===== src/rtl/vga_sync_decoder_if.sv =====
// Sync inputs and decoded raster outputs of vga_sync_decoder.
// Plain wiring, no latency; pix_en is the only qualifier and there is no backpressure.
interface vga_sync_decoder_if #(
   parameter int bitDim = 11
);
   logic              pix_en;
   logic              hsync_n;
   logic              vsync_n;
   logic [bitDim-1:0] x;
   logic [bitDim-1:0] y;
   logic              active;
   logic [bitDim-1:0] line_len;
   logic [bitDim-1:0] frame_lines;
   logic              locked;
   logic              err;

   modport master (
      output pix_en, hsync_n, vsync_n,
      input  x, y, active, line_len, frame_lines, locked, err
   );

   modport slave (
      input  pix_en, hsync_n, vsync_n,
      output x, y, active, line_len, frame_lines, locked, err
   );
endinterface


===== src/rtl/vga_sync_decoder.sv =====
// Recovers raster position from VGA syncs, measures line/frame periods and locks to the nominal timing.
// Outputs registered one clk after each pix_en sample and held while pix_en is low; no backpressure.
module vga_sync_decoder #(
   parameter int bitDim   = 11,
   parameter int H_TOTAL  = 800,
   parameter int H_SYNC   = 96,
   parameter int H_BP     = 48,
   parameter int H_ACTIVE = 640,
   parameter int V_TOTAL  = 525,
   parameter int V_SYNC   = 2,
   parameter int V_BP     = 33,
   parameter int V_ACTIVE = 480
) (
   input  logic              clk,
   input  logic              rst_n,
   vga_sync_decoder_if.slave sync_if
);

   localparam logic [bitDim-1:0] CNT_MAX   = {bitDim{1'b1}};
   localparam logic [bitDim-1:0] ONE       = bitDim'(1);
   localparam logic [bitDim-1:0] H_TOTAL_W = bitDim'(H_TOTAL);
   localparam logic [bitDim-1:0] V_TOTAL_W = bitDim'(V_TOTAL);
   localparam logic [bitDim-1:0] H_START_W = bitDim'(H_SYNC + H_BP);
   localparam logic [bitDim-1:0] H_END_W   = bitDim'(H_SYNC + H_BP + H_ACTIVE);
   localparam logic [bitDim-1:0] V_START_W = bitDim'(V_SYNC + V_BP);
   localparam logic [bitDim-1:0] V_END_W   = bitDim'(V_SYNC + V_BP + V_ACTIVE);

   typedef enum logic [1:0] {
      SEARCH = 2'd0,
      CHECK  = 2'd1,
      LOCKED = 2'd2
   } lock_state_t;

   logic              hs_q, hs_d;
   logic              vs_q, vs_d;
   logic [bitDim-1:0] h_cnt_q, h_cnt_d;
   logic [bitDim-1:0] v_cnt_q, v_cnt_d;
   logic              pend_q, pend_d;
   logic [bitDim-1:0] line_len_q, line_len_d;
   logic [bitDim-1:0] frame_lines_q, frame_lines_d;
   logic [bitDim-1:0] x_q, x_d;
   logic [bitDim-1:0] y_q, y_d;
   logic              active_q, active_d;
   lock_state_t       state_q;
   logic              locked_q;
   logic              err_q;

   logic              h_edge;
   logic              v_edge;
   logic              frame_end;
   logic              h_sat;
   logic              v_sat;
   logic              h_sat_now;
   logic              in_view;
   logic              line_bad;
   logic              frame_bad;
   logic [bitDim-1:0] line_len_nx;
   logic [bitDim-1:0] frame_lines_nx;

   // Edges compare the stored sample against the sample being taken this cycle.
   assign h_edge    = sync_if.pix_en && hs_q && !sync_if.hsync_n;
   assign v_edge    = sync_if.pix_en && vs_q && !sync_if.vsync_n;
   assign frame_end = h_edge && (pend_q || v_edge);

   assign h_sat     = (h_cnt_q == CNT_MAX);
   assign v_sat     = (v_cnt_q == CNT_MAX);
   assign h_sat_now = sync_if.pix_en && !h_edge && (h_cnt_q == CNT_MAX - ONE);

   assign line_len_nx    = h_sat ? CNT_MAX : h_cnt_q + ONE;
   assign frame_lines_nx = v_sat ? CNT_MAX : v_cnt_q + ONE;
   assign line_bad       = h_edge && (line_len_nx != H_TOTAL_W);
   assign frame_bad      = frame_end && (frame_lines_nx != V_TOTAL_W);

   assign in_view = (h_cnt_q >= H_START_W) && (h_cnt_q < H_END_W) &&
                    (v_cnt_q >= V_START_W) && (v_cnt_q < V_END_W);

   always_comb begin
      hs_d          = hs_q;
      vs_d          = vs_q;
      h_cnt_d       = h_cnt_q;
      v_cnt_d       = v_cnt_q;
      pend_d        = pend_q;
      line_len_d    = line_len_q;
      frame_lines_d = frame_lines_q;
      active_d      = active_q;
      x_d           = x_q;
      y_d           = y_q;
      if (sync_if.pix_en) begin
         hs_d     = sync_if.hsync_n;
         vs_d     = sync_if.vsync_n;
         active_d = in_view;
         x_d      = in_view ? h_cnt_q - H_START_W : '0;
         y_d      = in_view ? v_cnt_q - V_START_W : '0;
         if (h_edge) begin
            h_cnt_d    = '0;
            line_len_d = line_len_nx;
            // A vsync seen earlier (or right now) closes the frame on this line start.
            if (frame_end) begin
               frame_lines_d = frame_lines_nx;
               v_cnt_d       = '0;
               pend_d        = 1'b0;
            end else begin
               v_cnt_d = v_sat ? v_cnt_q : v_cnt_q + ONE;
            end
         end else begin
            h_cnt_d = h_sat ? h_cnt_q : h_cnt_q + ONE;
            if (v_edge) begin
               pend_d = 1'b1;
            end
         end
      end
   end

   always_ff @(posedge clk or negedge rst_n) begin
      if (!rst_n) begin
         hs_q          <= 1'b1;
         vs_q          <= 1'b1;
         h_cnt_q       <= '0;
         v_cnt_q       <= '0;
         pend_q        <= 1'b0;
         line_len_q    <= '0;
         frame_lines_q <= '0;
         active_q      <= 1'b0;
         x_q           <= '0;
         y_q           <= '0;
      end else begin
         hs_q          <= hs_d;
         vs_q          <= vs_d;
         h_cnt_q       <= h_cnt_d;
         v_cnt_q       <= v_cnt_d;
         pend_q        <= pend_d;
         line_len_q    <= line_len_d;
         frame_lines_q <= frame_lines_d;
         active_q      <= active_d;
         x_q           <= x_d;
         y_q           <= y_d;
      end
   end

   // Lock tracker: err only ever leaves CHECK or LOCKED, so SEARCH stays silent.
   always_ff @(posedge clk or negedge rst_n) begin
      if (!rst_n) begin
         state_q  <= SEARCH;
         locked_q <= 1'b0;
         err_q    <= 1'b0;
      end else begin
         err_q <= 1'b0;
         if (sync_if.pix_en) begin
            case (state_q)
               SEARCH: begin
                  if (frame_end) begin
                     state_q <= CHECK;
                  end
               end
               CHECK: begin
                  if (line_bad || h_sat_now || frame_bad) begin
                     state_q <= SEARCH;
                     err_q   <= 1'b1;
                  end else if (frame_end) begin
                     state_q  <= LOCKED;
                     locked_q <= 1'b1;
                  end
               end
               LOCKED: begin
                  if (line_bad || h_sat_now || frame_bad) begin
                     state_q  <= SEARCH;
                     locked_q <= 1'b0;
                     err_q    <= 1'b1;
                  end
               end
               default: begin
                  state_q  <= SEARCH;
                  locked_q <= 1'b0;
               end
            endcase
         end
      end
   end

   assign sync_if.x           = x_q;
   assign sync_if.y           = y_q;
   assign sync_if.active      = active_q;
   assign sync_if.line_len    = line_len_q;
   assign sync_if.frame_lines = frame_lines_q;
   assign sync_if.locked      = locked_q;
   assign sync_if.err         = err_q;

endmodule


===== src/flat_wrapper.sv =====
// flat-port wrapper written by rule: the top's interface ports become plain ports
module vga_sync_decoder_flat 
#(
   parameter int bitDim   = 11,
   parameter int H_TOTAL  = 800,
   parameter int H_SYNC   = 96,
   parameter int H_BP     = 48,
   parameter int H_ACTIVE = 640,
   parameter int V_TOTAL  = 525,
   parameter int V_SYNC   = 2,
   parameter int V_BP     = 33,
   parameter int V_ACTIVE = 480
)
  (clk, rst_n, sync_if_pix_en, sync_if_hsync_n, sync_if_vsync_n, sync_if_x, sync_if_y, sync_if_active, sync_if_line_len, sync_if_frame_lines, sync_if_locked, sync_if_err);
  vga_sync_decoder_if #(.bitDim(bitDim)) sync_if_i ();
  input  logic clk;
  input  logic rst_n;
  input wire logic [$bits(sync_if_i.pix_en)-1:0] sync_if_pix_en;
  input wire logic [$bits(sync_if_i.hsync_n)-1:0] sync_if_hsync_n;
  input wire logic [$bits(sync_if_i.vsync_n)-1:0] sync_if_vsync_n;
  output wire logic [$bits(sync_if_i.x)-1:0] sync_if_x;
  output wire logic [$bits(sync_if_i.y)-1:0] sync_if_y;
  output wire logic [$bits(sync_if_i.active)-1:0] sync_if_active;
  output wire logic [$bits(sync_if_i.line_len)-1:0] sync_if_line_len;
  output wire logic [$bits(sync_if_i.frame_lines)-1:0] sync_if_frame_lines;
  output wire logic [$bits(sync_if_i.locked)-1:0] sync_if_locked;
  output wire logic [$bits(sync_if_i.err)-1:0] sync_if_err;
  assign sync_if_i.pix_en = sync_if_pix_en;
  assign sync_if_i.hsync_n = sync_if_hsync_n;
  assign sync_if_i.vsync_n = sync_if_vsync_n;
  assign sync_if_x = sync_if_i.x;
  assign sync_if_y = sync_if_i.y;
  assign sync_if_active = sync_if_i.active;
  assign sync_if_line_len = sync_if_i.line_len;
  assign sync_if_frame_lines = sync_if_i.frame_lines;
  assign sync_if_locked = sync_if_i.locked;
  assign sync_if_err = sync_if_i.err;
  vga_sync_decoder #(.bitDim(bitDim), .H_TOTAL(H_TOTAL), .H_SYNC(H_SYNC), .H_BP(H_BP), .H_ACTIVE(H_ACTIVE), .V_TOTAL(V_TOTAL), .V_SYNC(V_SYNC), .V_BP(V_BP), .V_ACTIVE(V_ACTIVE)) u_core (.clk(clk), .rst_n(rst_n), .sync_if(sync_if_i));
endmodule

===== config.mk =====
export PLATFORM = sky130hd
export DESIGN_NAME = vga_sync_decoder_flat
export DESIGN_NICKNAME = d
export VERILOG_FILES = /design/src/rtl/vga_sync_decoder_if.sv /design/src/rtl/vga_sync_decoder.sv /design/src/flat_wrapper.sv
export SDC_FILE = /design/constraint.sdc
export NUM_CORES = 1
export LEC_CHECK = 0
export BUFFER_PORTS_ARGS = -buffer_cell sky130_fd_sc_hd__buf_2
export CELL_PAD_IN_SITES_DETAIL_PLACEMENT = 0
export CELL_PAD_IN_SITES_GLOBAL_PLACEMENT = 1
export CORE_MARGIN = 2
export CORE_UTILIZATION = 50
export CTS_BUF_LIST = sky130_fd_sc_hd__clkbuf_8
export CTS_CLUSTER_SIZE = 30
export DETAILED_ROUTE_END_ITERATION = 10
export PLACE_DENSITY_LB_ADDON = 0.08
export SYNTH_ARGS = -nofsm -noshare
export SYNTH_HDL_FRONTEND = slang
export SYNTH_SLANG_ARGS = --single-unit

===== constraint.sdc =====
create_clock -name clk -period 5.9 [get_ports clk]
set_input_delay 0.59 -clock clk [delete_from_list [all_inputs] [get_ports clk]]
set_output_delay 0.59 -clock clk [all_outputs]
set_load 0.1 [all_outputs]

# Word level (Yosys, flattened, before mapping)
# Cells that the tools add are included.
[word_totals]
register_bits = 74
in_bits = 5
out_inout_bits = 47
[classes]
n_addsub = 4
n_lt_le_gt_ge = 4
n_eq_ne = 15
n_mux = 23
n_bitwise = 1
reduce_logical = 28
[ops]
columns = ["cell", "n"]
rows = [
  ["$mux 11", 8],
  ["$eq 11x11->1 const B", 3],
  ["$add 11x1->11 const B", 2],
  ["$lt 11x10->1 const B", 2],
  ["$ne 11x10->1 const B", 2],
  ["$logic_and 1x1->1", 12],
  ["$ge 11x6->1 const B", 1],
  ["$ge 11x8->1 const B", 1],
  ["$sub 11x6->11 const B", 1],
  ["$sub 11x8->11 const B", 1],
  ["$ne 2x1->1 const B", 5],
  ["$mux 1", 9],
  ["$reduce_and 3->1", 3],
  ["$mux 2", 4],
  ["$pmux 2 s3", 1],
  ["$reduce_and 5->1", 1],
  ["$ne 2x2->1 const B", 2],
  ["$reduce_and 2->1", 2],
  ["$reduce_and 4->1", 1],
  ["$logic_not 1->1", 3],
  ["$logic_or 1x1->1", 3],
  ["$ne 3x1->1 const B", 1],
  ["$pmux 1 s3", 1],
  ["$eq 2x1->1 const B", 1],
  ["5 further kinds", 5],
]

# Longest topological paths before layout
[depth]
word_depth = 10
ltp_mapped = 9

# Worst setup path before layout
# No wires, ideal clock.
[synth_timing]
kind = "register to register"
from = "register u_core.h_cnt_q[1]"
to = "register u_core.state_q[0]"
setup_ps = 128
arrival_ps = 2217
required_time_ps = 5772
setup_slack_ps = 3555
stages_incl_launch_ff = 9
path_buffers = 1
cell_sequence = "dfrtp_1 ha_1 and4_1 buf_2 or3b_1 o211ai_1 a31oi_1 o31ai_2 mux2_1"
[synth_via]
elab_chain_len = 8
elab_cells_between_ends = 14
classes_between = "add/sub (1); eq/ne (5); mux (3); reduce/logical (5)"
[synth_lines]
columns = ["element", "line", "rtl"]
rows = [
  ["start: declaration", "vga_sync_decoder.sv:36", "logic [bitDim-1:0] h_cnt_q, h_cnt_d;"],
  ["start signal: assignment", "vga_sync_decoder.sv:129", "h_cnt_q <= h_cnt_d;"],
  ["$add 11x1->11 / $eq 11x11->1 (equally long branches)", "vga_sync_decoder.sv:69, vga_sync_decoder.sv:65", ""],
  ["$mux 11", "vga_sync_decoder.sv:69", "assign line_len_nx = h_sat ? CNT_MAX : h_cnt_q + ONE;"],
  ["$ne 11x10->1", "vga_sync_decoder.sv:71", "assign line_bad = h_edge && (line_len_nx != H_TOTAL_W);"],
  ["$logic_and 1x1->1", "vga_sync_decoder.sv:71", ""],
  ["$logic_or 1x1->1 * (2 in a row)", "vga_sync_decoder.sv:156, vga_sync_decoder.sv:165", ""],
  ["$ne 3x1->1 (no source line) (tied with other cells)", "--", ""],
  ["$reduce_and 4->1 (no source line) / $pmux 2 s3 (equally long branches)", "--", ""],
  ["end signal: assignment", "vga_sync_decoder.sv:157", "state_q <= SEARCH;"],
  ["end signal: assignment", "vga_sync_decoder.sv:160", "state_q <= LOCKED;"],
  ["end signal: assignment", "vga_sync_decoder.sv:166", "state_q <= SEARCH;"],
  ["end: declaration", "vga_sync_decoder.sv:44", "lock_state_t state_q;"],
]
# Every way passes the cells marked *; elsewhere a longest branch is shown, timed or not.
# A chain may end at the register's enable or synchronous reset.

# Worst setup path in the final report
[layout_timing]
from = "input port sync_if_pix_en"
to = "register u_core.state_q[0]"
[layout_via]
elab_chain_len = 9
elab_cells_between_ends = 19
classes_between = "eq/ne (3); mux (2); reduce/logical (14)"
[layout_lines]
columns = ["element", "line", "rtl"]
rows = [
  ["start: declaration", "flat_wrapper.sv:18", "input wire logic [$bits(sync_if_i.pix_en)-1:0] sync_if_pix_en;"],
  ["$logic_and 1x1->1 (2 in a row)", "vga_sync_decoder.sv:61", "assign h_edge = sync_if.pix_en && hs_q && !sync_if.hsync_n;"],
  ["$logic_not 1->1", "vga_sync_decoder.sv:67", "assign h_sat_now = sync_if.pix_en && !h_edge && (h_cnt_q == CNT_MAX - ONE);"],
  ["$logic_and 1x1->1 (2 in a row)", "vga_sync_decoder.sv:67", ""],
  ["$logic_or 1x1->1 (2 in a row)", "vga_sync_decoder.sv:156, vga_sync_decoder.sv:165", ""],
  ["$ne 3x1->1 (no source line) (tied with other cells)", "--", ""],
  ["$reduce_and 4->1 (no source line) / $pmux 2 s3 (equally long branches)", "--", ""],
]
# Parallel ways exist; a longest one is shown, timed or not.

==> results by group <==
CTS
  • Post_cts resized: 0
  • CTS Root Cell: clkbuf_8
  • CTS tree: yes
  • Count of buffers added by post-CTS timing repair for setup: 0
  • Deepest level of the CTS H-tree: 3
  • Total of hold buffers inserted after clock tree synthesis: 0
  • CTS Buffer Depth: 2
  • Latest clock arrival within the worst-skew pair: 0.35 ns
  • Number of clock sinks: 74
  • Number of buffers created by CTS: 9
  • Clock slew at the register clock pins of the worst setup and hold paths: 0.08 ns

Logic synthesis
  • Number of library cell types mapped by synthesis: 55
  • Synth top area cells: dfrtp_1 46%, xnor2_1 4.2%, nor2_1 3.6%
  • Post-synthesis cell area: 0.00395 mm2
  • Number of enable-type register cells in the synthesized netlist: 0
  • Syn Nets: 419
  • Area share of the largest cell type after synthesis: 45.7%
  • Gate count of the mapped netlist: 405
  • Post-synthesis area per instance: 9.74 um2
  • Synthesis-stage register bit count: 74
  • Proportion of synthesized chip area in sequential cells: 47.0%
  • Share of synthesized registers carrying an async set or reset: 100%
  • Synth Flop Type: dfrtp_1
  • Count of yosys warnings during synthesis: 0
  • Post-synthesis cell type with the largest combined area: dfrtp_1

GRT
  • Antenna violations before repair: 0
  • Grt met2 use: 30.9%
  • Met3 Resource Use GR: 2.93%
  • Number of global-route vias before repair: 2,959
  • Highest-utilization routing layer at the global route stage: met1
  • Wire length of the first global-routing pass: 15.1 mm
  • Pin count of the biggest net entering global routing: 75
  • Total GRT Usage: 22.3%
  • Global-route track usage on met1: 35.6%
  • Remaining global-route overflow: 0

STA
  • Number of max-slew violations in the final report: 0
  • Final critical path time including I/O delays and setup: 3.28 ns
  • Transition time at the pin with the least slew margin: 0.975 ns
  • Setup TNS Final: 0 ns
  • Number of hold-slack violations in the final timing report: 0
  • Unrepaired setup endpoints after global routing: false
  • Worst setup margin: 2.62 ns
  • Max Freq: 305 MHz
  • Max-Slew Margin vs Limit: 34.9%
  • Worst hold slack: 0.463 ns
  • Clk_skew: 0.00868 ns
  • Final clock period utilization by the worst path: 55.5%
  • Number of setup violations in the final report: 0

Finish
  • Most frequent cells in the layout: 72 x dfrtp_1, 51 x buf_2, 38 x nor2_1
  • Combined area of the multi-input logic cells: 0.00187 mm2
  • Commonest non-fill, non-tap cell in the layout: dfrtp_1
  • Utilization after layout: 57.4%
  • Fill cell total of the finished layout: 742
  • Total inserted antenna cells: 0
  • Register area: 0.00185 mm2
  • Total Nets Final: 449
  • Layout overhead on the synthesized area: 11.7%
  • Share of final-layout standard cells stronger than drive strength 1: 19.3%

Detailed routing
  • Post-DRT Antenna Nets: 0
  • TritonRoute pass-1 iters: 6
  • Vias: 3,108
  • Initial detailed-routing violation count: 144
  • Average wire length per cell after detail routing: 16.7 um
  • Final Routed Wirelength: 9.08 mm
  • Via-per-instance ratio: 5.73
  • Drt drc: 0

Setup path
  • Arrival @ worst endpoint: 3.50 ns
  • Setup slack, reg-to-reg: 2.72 ns
  • CP max stage delay: 0.84 ns
  • Data required time of the worst path: 6.12 ns
  • Worst-path maximum fanout: 28
  • R2r worst-path depth: 6
  • Crit Path Class: in2reg
  • Startpoint kind of the worst setup timing path: primary input
  • Cell with the biggest individual delay on the critical path: and3b_1
  • R2r startpoint: u_core.hs_q$_DFFE_PN1P_
  • Crit end category: register
  • Cells along the critical path: buf_2 -> and3b_1 -> o21a_1 -> o41ai_1 -> a41oi_1 -> o31ai_2 -> mux2_1
  • Endpoint of the most critical register-to-register path: u_core.state_q[0]$_DFFE_PN0P_

Pwr
  • Leakage power: 1.99 nW
  • Overall Power: 0.00183 W
  • Pwr per Cell Area: 416 mW/mm2
  • Maximum vdd drop: 164 uV

Place
  • Final weighted congestion of routability-driven global placement: 0.802
  • Detailed placement HPWL: 6.07 mm
  • Quantity of I/O buffers inserted on ports: 51
  • Setup slack at placement: 2.26 ns

Outcome
  • Result of the run: completed

Flow run
  • Max-cap check violation count: 0

Die
  • Placeable core area: 0.00769 mm2
  • Count of standard-cell rows: 32
  • Die Y: 92.8 um
  • Effective utilization at floorplan: 51.3%
  • DIE WIDTH: 92.8 um
  • Die area: 0.00862 mm2
  • IO Pins: 52

Worst hold path
  • HP Class: in2async
[worst max-delay path: cells and delay by family]
| kind | cells | cell delay, ns |
|---|---|---|
| AOI/OAI and AO/OA | 4 | 1.41 |
| and+or+nand+nor | 1 | 0.84 |
| buffers and inverters | 1 | 0.32 |
| muxes | 1 | 0.32 |
[metal layers]
| layer | wire length (um) | share of wire [%] |
|---|---|---|
| met1 | 4830 | 53 |
| met2 | 3730 | 41 |
| met4 | 106 | 1.2 |
| met3 | 416 | 4.6 |
| met5 | 0 | 0 |
[final cells by class]
class,count,area share [%]
timing repair buffer,52,5.96
inverter,17,1.45
tap,102,2.89
sequential,74,42.1
clock inverter,7,2.50
multi-input combinational,281,42.3
clock buffer,9,2.81
[synth_stat cells (7+ instances only)]
master and instances:
a21oi_1 13, a31oi_1 22, buf_2 12, clkbuf_1 15
dfrtp_1 72, ha_1 9, inv_1 17, nand2_1 31
nand3_1 13, nand4_1 7, nor2_1 38, o21ai_0 28
o2bb2ai_1 12, o2bb2ai_2 9, o31ai_1 8, xnor2_1 19
[power breakdown]
part	internal [W]	switching [W]	leakage [nW]	total, W
clock network	0.000277	0.000187	0.122	0.000464
registers	0.000586	0.0000821	0.967	0.000668
logic	0.000142	0.000559	0.896	0.000701
[registers in the layout (all words and copies together) (netlist names)]
name                        flops
u_core.state_q                  2
u_core.sync_if.active           1
u_core.sync_if.err              1
u_core.hs_q                     1
u_core.h_cnt_q                 11
u_core.sync_if.locked           1
u_core.sync_if.x               11
u_core.sync_if.frame_lines     11
u_core.pend_q                   1
u_core.v_cnt_q                 11
u_core.vs_q                     1
u_core.sync_if.line_len        11
u_core.sync_if.y               11
[logic make-up (layout without fill, tap and decap cells)]
logic type,count (synthesis),in the layout,synth area share (%)
adder cells (fa/ha/maj),9,9,2.85
buffers and inverters,50,85,5.71
XOR/XNOR,25,25,5.55
AO/OA/AOI/OAI,111,111,20.5
flip-flops,74,74,47.0
AND/OR/NAND/NOR,132,132,17.2
multiplexers,4,4,1.11
[worst max path at each step]
stage | startpoint | endpoint | slack (ns) | cells after the start
after detailed placement | sync_if_pix_en | u_core.state_q[0]$_DFFE_PN0P_ | 2.26 | 7
after floorplan | u_core.h_cnt_q[1]$_DFFE_PN0P_ | u_core.state_q[0]$_DFFE_PN0P_ | 3.56 | 8
after global routing | sync_if_pix_en | u_core.state_q[0]$_DFFE_PN0P_ | 2.27 | 7
final | sync_if_pix_en | u_core.state_q[0]$_DFFE_PN0P_ | 2.62 | 7
after global placement | sync_if_pix_en | u_core.state_q[0]$_DFFE_PN0P_ | 2.35 | 7
after CTS | sync_if_pix_en | u_core.state_q[0]$_DFFE_PN0P_ | 2.60 | 7
[metrics by stage]
step                      area, um2  cells
after global routing           4410    542
final                          4410    542
after floorplan                3950    405
after detailed placement       4180    526
after CTS                      4410    542
after global placement         4180    526
Note: power is estimated with default switching activity, not from simulation.
